### src/rtl/rtc_access_sequencer_if.sv
// rtl/rtc_access_sequencer_if.sv - access request/done bus between sequencer and RTC bus driver
//
// master (sequencer): drives out_req, out_addr, out_wr, out_data, out_seq_data, out_busy; samples in_done
// slave  (driver)   : samples the request signals; drives in_done
`timescale 1ns/1ps

interface rtc_access_sequencer_if #(
  parameter int ADDR_W = 8,
  parameter int DATA_W = 8
);
  logic              out_req;
  logic [ADDR_W-1:0] out_addr;
  logic              out_wr;
  logic [DATA_W-1:0] out_data;
  logic              out_seq_data;
  logic              out_busy;
  logic              in_done;

  modport master (
    output out_req, out_addr, out_wr, out_data, out_seq_data, out_busy,
    input  in_done
  );

  modport slave (
    input  out_req, out_addr, out_wr, out_data, out_seq_data, out_busy,
    output in_done
  );
endinterface

### src/rtl/rtc_access_sequencer.sv
// rtl/rtc_access_sequencer.sv - sequences every RTC register access (init, readout, config, write-back)
//
// Ports:
//   clk          system clock
//   reset_count  asynchronous active-high reset
//   in_sw        config switches {sw2,sw1,sw0}: 001 hour, 010 date, 100 timer
//   bus          rtc_access_sequencer_if.master: out_req pulse, out_addr/out_wr/out_data/out_seq_data
//                held per access, out_busy while outstanding, in_done from the driver
//   out_mode     current state encoding (IDLE=0 .. WR_TIMER=7)
//   out_conf     registered copy of in_sw
//   out_err      sticky watchdog error
// Optional feature: RTC_SEQ_TIMEOUT_EN enables the bus watchdog (TIMEOUT_W/TIMEOUT_CYC).
`timescale 1ns/1ps

module rtc_access_sequencer #(
  parameter int ADDR_W      = 8,
  parameter int DATA_W      = 8,
  parameter int TIMEOUT_W   = 16,
  parameter int TIMEOUT_CYC = 50000
) (
  input  logic                         clk,
  input  logic                         reset_count,
  input  logic [2:0]                   in_sw,
  rtc_access_sequencer_if.master       bus,
  output logic [2:0]                   out_mode,
  output logic [2:0]                   out_conf,
  output logic                         out_err
);

  typedef enum logic [2:0] {
    IDLE      = 3'd0,
    INIT      = 3'd1,
    READ_CTE  = 3'd2,
    CFG_HOUR  = 3'd3,
    CFG_DATE  = 3'd4,
    CFG_TIMER = 3'd5,
    WR_TIME   = 3'd6,
    WR_TIMER  = 3'd7
  } state_t;

  typedef struct packed {
    logic [7:0] addr;
    logic [7:0] data;
    logic       wr;
    logic       seq;
    logic       last;
  } step_t;

  state_t     state;
  logic [3:0] step;
  logic       issue;     // a step has been entered; its request goes out on the next edge
  logic       done_acc;
  step_t      cur;

  // Fixed per-state access tables.
  function automatic step_t step_entry(input state_t s, input logic [3:0] i);
    step_t e;
    e = '0;
    case (s)
      INIT: begin
        e.wr   = 1'b1;
        e.seq  = 1'b1;
        e.last = (i == 4'd11);
        case (i)
          4'd0:    {e.addr, e.data} = 16'h0210;
          4'd1:    {e.addr, e.data} = 16'h0200;
          4'd2:    {e.addr, e.data} = 16'h10D2;
          4'd3:    {e.addr, e.data} = 16'h0000;
          4'd4:    {e.addr, e.data} = 16'h2100;
          4'd5:    {e.addr, e.data} = 16'h2200;
          4'd6:    {e.addr, e.data} = 16'h2300;
          4'd7:    {e.addr, e.data} = 16'h2401;
          4'd8:    {e.addr, e.data} = 16'h2501;
          4'd9:    {e.addr, e.data} = 16'h2600;
          4'd10:   {e.addr, e.data} = 16'h2701;
          default: {e.addr, e.data} = 16'hF100;
        endcase
      end
      READ_CTE: begin
        e.last = (i == 4'd10);
        if (i == 4'd0)      e.addr = 8'hF0;
        else if (i <= 4'd7) e.addr = 8'h20 + {4'd0, i};
        else                e.addr = 8'h39 + {4'd0, i};
      end
      CFG_HOUR: begin
        e.last = (i == 4'd3);
        e.addr = (i == 4'd0) ? 8'hF2 : 8'h40 + {4'd0, i};
      end
      CFG_DATE: begin
        e.last = (i == 4'd7);
        if (i == 4'd0)      e.addr = 8'hF1;
        else if (i <= 4'd3) e.addr = 8'h20 + {4'd0, i};
        else if (i == 4'd4) e.addr = 8'hF2;
        else                e.addr = 8'h3C + {4'd0, i};
      end
      CFG_TIMER: begin
        e.last = (i == 4'd7);
        e.addr = (i == 4'd0) ? 8'hF1 : 8'h20 + {4'd0, i};
      end
      WR_TIME: begin
        e.wr   = 1'b1;
        e.last = (i == 4'd7);
        e.addr = (i == 4'd7) ? 8'hF1 : 8'h21 + {4'd0, i};
      end
      WR_TIMER: begin
        e.wr   = 1'b1;
        e.last = (i == 4'd4);
        if (i <= 4'd2)      e.addr = 8'h41 + {4'd0, i};
        else if (i == 4'd3) e.addr = 8'hF2;
        else begin
          e.addr = 8'h00;
          e.data = 8'h08;
          e.seq  = 1'b1;
        end
      end
      default: e = '0;
    endcase
    return e;
  endfunction

  // Where a state goes once its final access completes; conf is only consulted here.
  function automatic state_t pass_end(input state_t s, input logic [2:0] conf);
    state_t n;
    case (s)
      INIT:      n = READ_CTE;
      READ_CTE: begin
        case (conf)
          3'b001:  n = CFG_HOUR;
          3'b010:  n = CFG_DATE;
          3'b100:  n = CFG_TIMER;
          default: n = READ_CTE;
        endcase
      end
      CFG_HOUR:  n = (conf == 3'b000) ? WR_TIME  : CFG_HOUR;
      CFG_DATE:  n = (conf == 3'b000) ? WR_TIME  : CFG_DATE;
      CFG_TIMER: n = (conf == 3'b000) ? WR_TIMER : CFG_TIMER;
      WR_TIME:   n = READ_CTE;
      WR_TIMER:  n = READ_CTE;
      default:   n = INIT;
    endcase
    return n;
  endfunction

  assign cur      = step_entry(state, step);
  // Done in the request cycle itself, or with nothing outstanding, is a stray pulse.
  assign done_acc = bus.in_done & bus.out_busy & ~bus.out_req;
  assign out_mode = state;

`ifdef RTC_SEQ_TIMEOUT_EN
  logic [TIMEOUT_W-1:0] wd_cnt;
  logic                 wd_fire;
  assign wd_fire = bus.out_busy & ~done_acc & (wd_cnt == TIMEOUT_W'(TIMEOUT_CYC - 1));
`else
  logic unused_timeout_cfg;
  assign unused_timeout_cfg = ^{TIMEOUT_W, TIMEOUT_CYC};
  assign out_err            = 1'b0;
`endif

  always_ff @(posedge clk or posedge reset_count) begin
    if (reset_count) begin
      state            <= IDLE;
      step             <= 4'd0;
      issue            <= 1'b0;
      out_conf         <= 3'd0;
      bus.out_req      <= 1'b0;
      bus.out_addr     <= '0;
      bus.out_wr       <= 1'b0;
      bus.out_data     <= '0;
      bus.out_seq_data <= 1'b0;
      bus.out_busy     <= 1'b0;
`ifdef RTC_SEQ_TIMEOUT_EN
      wd_cnt           <= '0;
      out_err          <= 1'b0;
`endif
    end else begin
      out_conf    <= in_sw;
      bus.out_req <= 1'b0;

      if (issue) begin
        issue            <= 1'b0;
        bus.out_req      <= 1'b1;
        bus.out_busy     <= 1'b1;
        bus.out_addr     <= ADDR_W'(cur.addr);
        bus.out_data     <= DATA_W'(cur.data);
        bus.out_wr       <= cur.wr;
        bus.out_seq_data <= cur.seq;
      end

      if (state == IDLE) begin
        state <= INIT;
        step  <= 4'd0;
        issue <= 1'b1;
      end else if (done_acc) begin
        bus.out_busy <= 1'b0;
        issue        <= 1'b1;
        if (cur.last) begin
          step  <= 4'd0;
          state <= pass_end(state, out_conf);
        end else begin
          step <= step + 4'd1;
        end
      end

`ifdef RTC_SEQ_TIMEOUT_EN
      // Abandon the stuck access and resume from the top of continuous readout.
      if (wd_fire) begin
        wd_cnt       <= '0;
        out_err      <= 1'b1;
        bus.out_busy <= 1'b0;
        state        <= READ_CTE;
        step         <= 4'd0;
        issue        <= 1'b1;
      end else if (done_acc) begin
        wd_cnt <= '0;
      end else if (bus.out_busy) begin
        wd_cnt <= wd_cnt + 1'b1;
      end
`endif
    end
  end

endmodule

### src/flat_wrapper.sv
// flat-port wrapper written by rule: the top's interface ports become plain ports
module rtc_access_sequencer_flat 
#(
  parameter int ADDR_W      = 8,
  parameter int DATA_W      = 8,
  parameter int TIMEOUT_W   = 16,
  parameter int TIMEOUT_CYC = 50000
)
  (clk, reset_count, in_sw, out_mode, out_conf, out_err, bus_out_req, bus_out_addr, bus_out_wr, bus_out_data, bus_out_seq_data, bus_out_busy, bus_in_done);
  rtc_access_sequencer_if #(.ADDR_W(ADDR_W), .DATA_W(DATA_W)) bus_i ();
  input  logic clk;
  input  logic reset_count;
  input  logic [2:0] in_sw;
  output logic [2:0] out_mode;
  output logic [2:0] out_conf;
  output logic out_err;
  output wire logic [$bits(bus_i.out_req)-1:0] bus_out_req;
  output wire logic [$bits(bus_i.out_addr)-1:0] bus_out_addr;
  output wire logic [$bits(bus_i.out_wr)-1:0] bus_out_wr;
  output wire logic [$bits(bus_i.out_data)-1:0] bus_out_data;
  output wire logic [$bits(bus_i.out_seq_data)-1:0] bus_out_seq_data;
  output wire logic [$bits(bus_i.out_busy)-1:0] bus_out_busy;
  input wire logic [$bits(bus_i.in_done)-1:0] bus_in_done;
  assign bus_out_req = bus_i.out_req;
  assign bus_out_addr = bus_i.out_addr;
  assign bus_out_wr = bus_i.out_wr;
  assign bus_out_data = bus_i.out_data;
  assign bus_out_seq_data = bus_i.out_seq_data;
  assign bus_out_busy = bus_i.out_busy;
  assign bus_i.in_done = bus_in_done;
  rtc_access_sequencer #(.ADDR_W(ADDR_W), .DATA_W(DATA_W), .TIMEOUT_W(TIMEOUT_W), .TIMEOUT_CYC(TIMEOUT_CYC)) u_core (.clk(clk), .reset_count(reset_count), .in_sw(in_sw), .bus(bus_i), .out_mode(out_mode), .out_conf(out_conf), .out_err(out_err));
endmodule
### config.mk
export PLATFORM = sky130hd
export DESIGN_NAME = rtc_access_sequencer_flat
export DESIGN_NICKNAME = d
export VERILOG_FILES = /design/src/rtl/rtc_access_sequencer_if.sv /design/src/rtl/rtc_access_sequencer.sv /design/src/flat_wrapper.sv
export SDC_FILE = /design/constraint.sdc
export NUM_CORES = 1
export LEC_CHECK = 0
export BUFFER_PORTS_ARGS = -buffer_cell sky130_fd_sc_hd__buf_4
export CAP_MARGIN = 20
export CORE_MARGIN = 1.5
export CORE_UTILIZATION = 58
export CTS_BUF_LIST = sky130_fd_sc_hd__clkbuf_8
export DETAILED_ROUTE_END_ITERATION = 8
export PLACE_DENSITY_LB_ADDON = 0.25
export SLEW_MARGIN = 30
export SYNTH_ARGS = -nofsm -noshare
export SYNTH_HDL_FRONTEND = slang
export SYNTH_SLANG_ARGS = --single-unit
### constraint.sdc
create_clock -name clk -period 2.1 [get_ports clk]
set_input_delay 0.21 -clock clk [delete_from_list [all_inputs] [get_ports clk]]
set_output_delay 0.21 -clock clk [all_outputs]
set_load 0.1 [all_outputs]
==> summary.md <==
| Metric | Value |
|---|---|
| Outcome | `finished, final reports clean` |
| Initial drt markers | `252` |
| Register area share after synthesis | `0.352` |
| Layout Skew | `0.00866 ns` |
| Post-synth cell types | `60` |
| CP arrival | `2.19 ns` |
| Cells after synthesis | `217` |
| GRT overflow | `0` |
| Core area | `0.00310 mm^2` |
| Hold buffers post-CTS | `0` |
| Layout area overhead | `17.7%` |
| DRC violations left | `0` |
| CTS tree | `built` |
| Die area | `around 0.0037 mm^2` |
| Clk root buf | `clkbuf_8` |
| # diodes | `0` |
| Die H | `60.6 um` |
| Critical path fanouts, max | `8` |
| Sink Count | `27` |
| Ys flop type | `dfrtp_1` |
| Fillers | `between 200 and 300` |
| WL/cell | `17.7 um` |
| Fmax | `between 400 and 500 MHz` |
| Yosys reg bits | `27` |
| Vias in the first global route | `1660` |
| Clk pin slew, worst setup/hold paths | `0.10 ns` |
| Final setup violation count | `0` |
| # IOs | `33` |
| Least-Margin Pin Slew | `between 0.6 and 0.7 ns` |
| Rel. slew slack | `0.537` |
| Hold Crit Class | `input pin to asynchronous set/reset pin` |
| Most frequent cell after synthesis | `dfrtp_1` |
| First-pass GRT wire length | `roughly 8.1 mm` |
| Largest net degree at the start of global routing | `23` |
| Routed Antenna Nets | `0` |
| Ranking of synthesized cells by area | `dfrtp_1 (35%), ha_1 (4.6%), a21oi_1 (3.4%), o21ai_0 (3.4%), nand2_1 (3.1%)` |
| Max_cap viols | `0` |
| Area share of the largest cell type after synthesis | `0.352` |
| Total Routing Usage GR | `0.298` |
| Most instantiated cells after synthesis | `dfrtp_1 (27), nand2_1 (16), nor2_1 (16)` |
| Initial antenna violation count | `0` |
| CP Data Required Time | `2.28 ns` |
| Crit path time final | `a little over 2 ns` |
| Syn Std Cell Area | `between 0.0015 and 0.002 mm^2` |
| Clk_lat worst skew | `around 0.28 ns` |
| Final hold viol count | `0` |
| Syn. warnings | `0` |
| Horiz. Die Dim | `60.6 um` |
| Layout cell share with drive strength beyond 1 | `0.300` |
| Initial core utilization | `0.619` |
| Htree depth | `1` |
| DP Worst Slack | `0.00582 ns` |
| Nets@finish | `261` |
| GPL Wtd Cong | `approximately 0.90` |
| Reg-to-reg startpoint | `u_core.step[0]` |
| Iteration count of the initial detailed-routing pass | `5` |
| Final WL | `just over 5 mm` |
| Via density | `around 6.5` |
| Syn_area_per_cell | `about 8.9 um^2` |
| EDFF count, synth | `0` |
| PnR worst setup slack | `around 0.085 ns` |
| Tcrit/Tclk final | `0.960` |
| Post-synth ARST share | `1.00` |
| CTS Buf Count | `3` |
| Startpoint types | `register` |
| Crit. Startpoint | `u_core.step[0]` |
| CTS Buffer Depth | `2` |
| Rows | `20` |
| Setup Crit Path Kind | `register to register` |
| Final setup TNS | `0 ns` |
| Crit. End Element | `register` |
| Port Buf Inserts | `29` |
| Final Slew Violations | `0` |
| Vias | `between 1500 and 2000` |
| Dpl hpwl | `3.69 mm` |
| Yosys top cell by area | `dfrtp_1` |
-- layout by cell type, fill, tap and decap left out, drive strengths merged, types with 3 or more instances in the layout --
cell / n
a31oi: 4
buf: 45
dfrtp: 27
o22ai: 5
nand2: 16
ha: 7
inv: 11
nor2: 17
a21oi: 13
nand3: 10
conb: 3
nor2b: 4
nand2b: 4
a221oi: 3
nor3: 3
o2111ai: 3
o211ai: 3
and3: 3
o221ai: 3
mux2i: 4
o21ai: 19
clkbuf: 3
-- sequential cells by signal, summed over array words and instances (netlist names), 3 cells and up --
register and flops:
u_core.bus.out_addr 8, u_core.bus.out_data 4, u_core.out_conf 3, u_core.out_mode 3, u_core.step 4
-- what timing repair did --
action                                  in CTS  in global routing
pin swaps                                    0                  0
setup buffers                                0                  6
endpoints found under the setup margin       2                 14
resized for setup                            1                  6
-- worst max-delay path: stages (launching register included) --
cell and delay (ns):
dfrtp_2 0.47, clkinvlp_4 0.18, ha_2 0.27, nor4b_2 0.18
a32o_1 0.26, a221oi_1 0.24, o211ai_1 0.15, o21a_1 0.15
-- final timing paths --
| check | endpoint | slack, ns | cells after the start |
|---|---|---|---|
| setup reg to reg | u_core.bus.out_addr[6] | 0.08 | 7 |
| min in group clk | u_core.out_conf[2] | 0.04 | 1 |
| hold reg to reg | u_core.bus.out_addr[6] | 0.50 | 1 |
| hold / removal | u_core.bus.out_wr | 0.03 | 2 |
| setup / recovery | u_core.bus.out_addr[6] | 0.08 | 7 |
| max in group asynchronous | u_core.bus.out_addr[4] | 1.46 | 3 |
-- layout make-up --
class / instances / area, um^2 / share of cell area
Timing Repair Buffer: 45 / 338 / 0.149
Multi-Input combinational cell: 159 / 1090 / 0.483
Clock buffer: 3 / 41.3 / 0.0183
Sequential cell: 27 / 679 / 0.300
Tap cell: 44 / 55.1 / 0.0243
Inverter: 12 / 48.8 / 0.0216
Clock inverter: 1 / 7.51 / 0.00332
-- layer usage --
| metal | routed length [um] | global-route usage | up-vias |
|---|---|---|---|
| li1 | - | - | 851 |
| met1 | 2130 | 0.410 | 913 |
| met2 | 2520 | 0.473 | 95 |
| met3 | 371 | 0.0362 | 18 |
| met4 | 132 | 0.127 | 0 |
| met5 | 0 | 0 | - |
-- logic make-up (layout without fill, tap and decap cells) --
group                      count (synthesis)  in the layout  synth area share
AOI/OAI and AO/OA                         71             71             0.269
and+or+nand+nor                           72             72             0.208
muxes                                      5              5            0.0267
other                                      1              3           0.00195
buffers and inverters                     33             61            0.0931
adders and majority gates                  7              7            0.0456
xor gates and xnor gates                   1              1           0.00456
DFF                                       27             27             0.352
-- stage by stage --
step,utilization,cell area (um^2),std cells,hold WS (ns)
2_1_floorplan,-,1930,219,0.241
3_3_place_gp,0.691,2140,281,0.320
3_5_place_dp,0.691,2140,281,0.320
4_1_cts,0.708,2200,285,0.0346
5_1_grt,0.729,2260,291,0.0235
6_report,0.729,2260,291,0.0288
Power is left out: the tool's default activity adds up to more than one toggle a clock period on the data nets, which glitch-free logic cannot reach.
